## src/rtl/hack_alu_pkg.sv

```systemverilog
// Shared types and canonical opcodes for the Hack-style ALU.
// Opcode bit order is {zx, nx, zy, ny, f, no}, matching alu_ctrl_t.
package hack_alu_pkg;

    localparam int HACK_ALU_W = 16;

    typedef struct packed {
        logic zx;
        logic nx;
        logic zy;
        logic ny;
        logic f;
        logic no;
    } alu_ctrl_t;

    localparam logic [5:0] OP_ZERO  = 6'b101010;
    localparam logic [5:0] OP_ONE   = 6'b111111;
    localparam logic [5:0] OP_NEG1  = 6'b111010;
    localparam logic [5:0] OP_X     = 6'b001100;
    localparam logic [5:0] OP_Y     = 6'b110000;
    localparam logic [5:0] OP_NOTX  = 6'b001101;
    localparam logic [5:0] OP_NOTY  = 6'b110001;
    localparam logic [5:0] OP_NEGX  = 6'b001111;
    localparam logic [5:0] OP_NEGY  = 6'b110011;
    localparam logic [5:0] OP_XINC  = 6'b011111;
    localparam logic [5:0] OP_YINC  = 6'b110111;
    localparam logic [5:0] OP_XDEC  = 6'b001110;
    localparam logic [5:0] OP_YDEC  = 6'b110010;
    localparam logic [5:0] OP_ADD   = 6'b000010;
    localparam logic [5:0] OP_XSUBY = 6'b010011;
    localparam logic [5:0] OP_YSUBX = 6'b000111;
    localparam logic [5:0] OP_AND   = 6'b000000;
    localparam logic [5:0] OP_OR    = 6'b010101;

    function automatic alu_ctrl_t op2ctrl(input logic [5:0] op);
        return alu_ctrl_t'(op);
    endfunction

endpackage

```

## src/rtl/hack_alu_core.sv

```systemverilog
// Combinational Hack ALU datapath: operand conditioning, add/and, output invert, flags.
// ALU_FLAGS_EXT_EN adds carry-out and signed-overflow outputs taken before the no inversion.
module hack_alu_core
    import hack_alu_pkg::*;
#(
    parameter int WIDTH = HACK_ALU_W
) (
    input  logic [WIDTH-1:0] i_x,
    input  logic [WIDTH-1:0] i_y,
    input  alu_ctrl_t        i_ctrl,
    output logic [WIDTH-1:0] o_res,
    output logic             o_zr,
    output logic             o_ng
`ifdef ALU_FLAGS_EXT_EN
    ,
    output logic             o_cf,
    output logic             o_vf
`endif
);

    logic [WIDTH-1:0] w_xa, w_xb, w_ya, w_yb;
    logic [WIDTH-1:0] w_sum, w_r;

    assign w_xa = i_ctrl.zx ? '0 : i_x;
    assign w_xb = i_ctrl.nx ? ~w_xa : w_xa;
    assign w_ya = i_ctrl.zy ? '0 : i_y;
    assign w_yb = i_ctrl.ny ? ~w_ya : w_ya;

`ifdef ALU_FLAGS_EXT_EN
    logic w_cy;
    assign {w_cy, w_sum} = {1'b0, w_xb} + {1'b0, w_yb};
    // Both flags describe the adder, so they are forced low on the AND path.
    assign o_cf = i_ctrl.f & w_cy;
    assign o_vf = i_ctrl.f & (w_xb[WIDTH-1] == w_yb[WIDTH-1])
                           & (w_sum[WIDTH-1] != w_xb[WIDTH-1]);
`else
    assign w_sum = w_xb + w_yb;
`endif

    assign w_r   = i_ctrl.f ? w_sum : (w_xb & w_yb);
    assign o_res = i_ctrl.no ? ~w_r : w_r;
    assign o_zr  = (o_res == '0);
    assign o_ng  = o_res[WIDTH-1];

endmodule

```

## src/rtl/hack_alu.sv

```systemverilog
// Hack ALU with a single registered result stage (latency 1, throughput 1/cycle).
// ALU_FLAGS_EXT_EN adds registered cf/vf ports.
module hack_alu
    import hack_alu_pkg::*;
#(
    parameter int WIDTH = HACK_ALU_W
) (
    input  logic             clk,
    input  logic             rst_n,
    input  logic             in_valid,
    input  logic [WIDTH-1:0] x,
    input  logic [WIDTH-1:0] y,
    input  logic             zx,
    input  logic             nx,
    input  logic             zy,
    input  logic             ny,
    input  logic             f,
    input  logic             no,
    output logic             out_valid,
    output logic [WIDTH-1:0] out,
    output logic             zr,
    output logic             ng
`ifdef ALU_FLAGS_EXT_EN
    ,
    output logic             cf,
    output logic             vf
`endif
);

    alu_ctrl_t        w_ctrl;
    logic [WIDTH-1:0] w_res;
    logic             w_zr, w_ng;
    logic [WIDTH-1:0] r_out;
    logic             r_zr, r_ng, r_valid;

    assign w_ctrl = op2ctrl({zx, nx, zy, ny, f, no});

`ifdef ALU_FLAGS_EXT_EN
    logic w_cf, w_vf;
    logic r_cf, r_vf;
`endif

    hack_alu_core #(.WIDTH(WIDTH)) u_core (
        .i_x    (x),
        .i_y    (y),
        .i_ctrl (w_ctrl),
        .o_res  (w_res),
        .o_zr   (w_zr),
        .o_ng   (w_ng)
`ifdef ALU_FLAGS_EXT_EN
        ,
        .o_cf   (w_cf),
        .o_vf   (w_vf)
`endif
    );

    // Flags load in the same edge as the result, so they always describe r_out.
    always_ff @(posedge clk or negedge rst_n) begin
        if (!rst_n) begin
            r_out   <= '0;
            r_zr    <= 1'b1;
            r_ng    <= 1'b0;
            r_valid <= 1'b0;
        end else begin
            r_valid <= in_valid;
            if (in_valid) begin
                r_out <= w_res;
                r_zr  <= w_zr;
                r_ng  <= w_ng;
            end
        end
    end

`ifdef ALU_FLAGS_EXT_EN
    always_ff @(posedge clk or negedge rst_n) begin
        if (!rst_n) begin
            r_cf <= 1'b0;
            r_vf <= 1'b0;
        end else if (in_valid) begin
            r_cf <= w_cf;
            r_vf <= w_vf;
        end
    end

    assign cf = r_cf;
    assign vf = r_vf;
`endif

    assign out_valid = r_valid;
    assign out       = r_out;
    assign zr        = r_zr;
    assign ng        = r_ng;

endmodule

```

## config.mk

```make
export PLATFORM = sky130hd
export DESIGN_NAME = hack_alu
export DESIGN_NICKNAME = d
export VERILOG_FILES = /design/src/rtl/hack_alu_pkg.sv /design/src/rtl/hack_alu_core.sv /design/src/rtl/hack_alu.sv
export SDC_FILE = /design/constraint.sdc
export NUM_CORES = 1
export LEC_CHECK = 0
export ABC_AREA = 1
export CAP_MARGIN = 10
export CORE_MARGIN = 4
export CORE_UTILIZATION = 30
export CTS_CLUSTER_DIAMETER = 120
export DETAILED_ROUTE_END_ITERATION = 12
export GPL_ROUTABILITY_DRIVEN = 0
export SLEW_MARGIN = 20
export SYNTH_ARGS = -nofsm -noshare
export SYNTH_HDL_FRONTEND = slang
export SYNTH_SLANG_ARGS = --single-unit
```

## constraint.sdc

```tcl
create_clock -name clk -period 1.68 [get_ports clk]
set_input_delay 0.252 -clock clk [delete_from_list [all_inputs] [get_ports clk]]
set_output_delay 0.252 -clock clk [all_outputs]
set_load 0.05 [all_outputs]
```

==> results.sh <==
export IMPL_final_cell_mix="nand2_1 (120), buf_4 (86), inv_1 (65)"
export IMPL_die_area_um2=10500
export IMPL_final_cell_area_um2=4840
export IMPL_ys_ff_latch=18
export IMPL_cts_hold_buf=0
export IMPL_layout_drive_gt1_share=0.432
export IMPL_h_tree_depth=1
export IMPL_final_hold_violation_count=0
export IMPL_dieWidth_um=103
export IMPL_grt_pass1_wl_um=12900
export IMPL_cp_cell_sequence="clkdlybuf4s50_1 > nand2_1 > xor2_1 > inv_1 > ha_4 > nand2_4 > nor2_4 > nand3_4 > nand2_4 > nand2_4 > nand2_2 > nand2_2 > nand3_1 > nand3_1 > nand2_1 > nand2_1 > nor2_2 > nand3_1 > nand2_1"
export IMPL_async_flop_share=1.00
export IMPL_path_buf_inv=2
export IMPL_leakagePower_nw=2.50
export IMPL_dp_cells=682
export IMPL_worst_skew_pair_late_latency_ns=0.25
export IMPL_final_core_util=0.555
export IMPL_worst_r2r_path_depth=2
export IMPL_arrival_ns=2.43
export IMPL_synth_distinct_cells=34
export IMPL_grt_use_total=0.147
export IMPL_start_util=0.308
export IMPL_syn_nets=522
export IMPL_routedWlPerCell_um=11.6
export IMPL_vias=3159
export IMPL_fin_tns_setup_ns=-6.43
export IMPL_port_buffers=59
export IMPL_cp_depth=19
export IMPL_synth_edf_count=0
export IMPL_r2r_start="zr"
export IMPL_drc=0
export IMPL_place_hpwl_um=6230
export IMPL_worst_setup_path_type="input pin to register"
export IMPL_layout_commonest_cell="nand2_1"
export IMPL_rsz0062_at_grt="true"
export IMPL_cts_sinks=18
export IMPL_fmax_ghz=0.448
export IMPL_core_area_um2=8720
export IMPL_slowest_stage="clkdlybuf4s50_1"
export IMPL_grt_max_degree=24
export IMPL_finClkSkew_ns=0
export IMPL_grt_pass1_vias=2928
export IMPL_fin_crit_sh=1.33
export IMPL_avgSynthCellArea_um2=5.78
export IMPL_synthToLayoutAreaGrowth_pct=80.5
export IMPL_p_per_area_nw_per_um2=732
export IMPL_syn_area_um2=2680
export IMPL_yosys_warnings=0
export IMPL_status="finished, violations left"
export IMPL_ant_nets=0
export IMPL_synth_flop_cell="dfrtp_1"
export IMPL_rows=34
export IMPL_critical_path_max_stage_delay_ns=0.46
export IMPL_yosysSeqAreaShare=0.168
export IMPL_vdd_drop_max_uv=283
export IMPL_finalSetupViolations=16
export IMPL_cts_buffer_depth=2
export IMPL_crit_fanout=3
export IMPL_cts_clk_slew_worst_paths_ns=0.06
export IMPL_violations="negative setup slack"
export IMPL_cts_root_buf="clkbuf_8"
export IMPL_drt_iter0_markers=104
export IMPL_grt_antenna_before_repair=0
export IMPL_cp_common_cell="nand2_1"
export IMPL_synthCells=464
export IMPL_grt_overflow=0
export IMPL_hold_path_class="input pin to async pin"
export IMPL_crit_family="simple AND/OR/NAND/NOR gates"
export IMPL_startpoint_type="input pin"
export IMPL_die_height_um=103
export IMPL_cp_end_kind="register"
export IMPL_worstPathRequired_ns=1.87
export IMPL_worst_pin_slew_ns=0.260
export IMPL_drv_slew=0
export IMPL_firstDrtPassIters=4
export IMPL_setup_slack_ns=-0.552
export IMPL_cts_made_buffers=3
export IMPL_startpoint="x[3]"
export IMPL_antennaDiodeCount=0
export IMPL_finalNonFillerCells=703
export IMPL_fin_crit_ns=2.23
export IMPL_dpl_cell_area_um2=3990
export IMPL_routed_via_density=4.49
export IMPL_drt_total_wl_um=8190
export IMPL_cts_tree="built"
export IMPL_ios=60
export IMPL_p_total_w=0.00355
export IMPL_max_slew_margin_rel=0.826
export IMPL_cap_viol_max_count=0
export IMPL_fin_nets=654
==> power by group <==
part           total (W)  switching [W]  internal, W
clock network   0.000299       0.000131     0.000168
logic            0.00270        0.00152      0.00118
registers       0.000548      0.0000416     0.000506
==> area by class of cell <==
| class | count | area, µm² |
|---|---|---|
| inverters | 78 | 305 |
| well taps | 108 | 135 |
| fillers | 821 | 3880 |
| multi-input cells | 352 | 2590 |
| clock buffers | 4 | 45.0 |
| repair buffers | 143 | 1320 |
| flip-flops and latches | 18 | 452 |
==> per-stage QoR <==
step / setup slack (ns) / hold WS, ns
4_1_cts: -0.534 / 0.348
3_3_place_gp: -1.30 / 0.465
5_1_grt: -0.726 / 0.362
2_1_floorplan: -0.508 / -0.0436
6_report: -0.552 / 0.336
3_5_place_dp: -1.32 / 0.472
==> cell families after synthesis <==
group | synth area share
compound gates | 0.0653
flops | 0.168
simple gates | 0.431
fa+ha+maj | 0.0821
xor+xnor | 0.114
buf+inv | 0.139
==> sequential cells by signal, summed over array words and instances, names as in the netlist <==
signal / count
out_valid: 1
out: 16
zr: 1
==> repair_timing <==
action	4_1_cts	5_1_grt
pin swaps	47	82
setup buffers	5	12
gates resized for setup	86	102
endpoints found under the setup margin	17	16
gates cloned	1	0
==> worst paths after layout <==
path                       slack [ns]  endpoint
max in group asynchronous        1.09        zr
min in group clk                 0.48    out[9]
setup reg to reg                 0.95        zr
setup / recovery                -0.55        zr
hold / removal                   0.34    out[0]
hold reg to reg                  0.48    out[9]
==> per-layer routing <==
layer / wire (µm) / GRT usage / part of all wire / up-vias
met5: 0 / 0 / 0 / -
met4: 143 / 0.0363 / 0.017 / 0
met3: 330 / 0.00947 / 0.040 / 12
met2: 3900 / 0.244 / 0.48 / 72
met1: 3820 / 0.207 / 0.47 / 1392
li1: - / - / - / 1683
==> Yosys cell counts, types with 2 or more instances <==
cell,number,share of area
dfrtp_1,17,0.16
o21ai_1,2,0.0037
o211ai_1,3,0.0084
nand2_1,173,0.24
ha_1,16,0.075
xor2_1,34,0.11
nor2_1,21,0.029
or2_2,3,0.0070
buf_4,4,0.011
nand3_1,51,0.095
inv_1,75,0.10
buf_2,5,0.0093
o21ai_0,9,0.017
a21oi_1,7,0.013
clkbuf_1,7,0.0098
and2_1,3,0.0070
a31oi_1,5,0.012
inv_2,2,0.0028
nand2_2,10,0.023
nand3_2,3,0.011
Power figures use the tool's default switching activity.
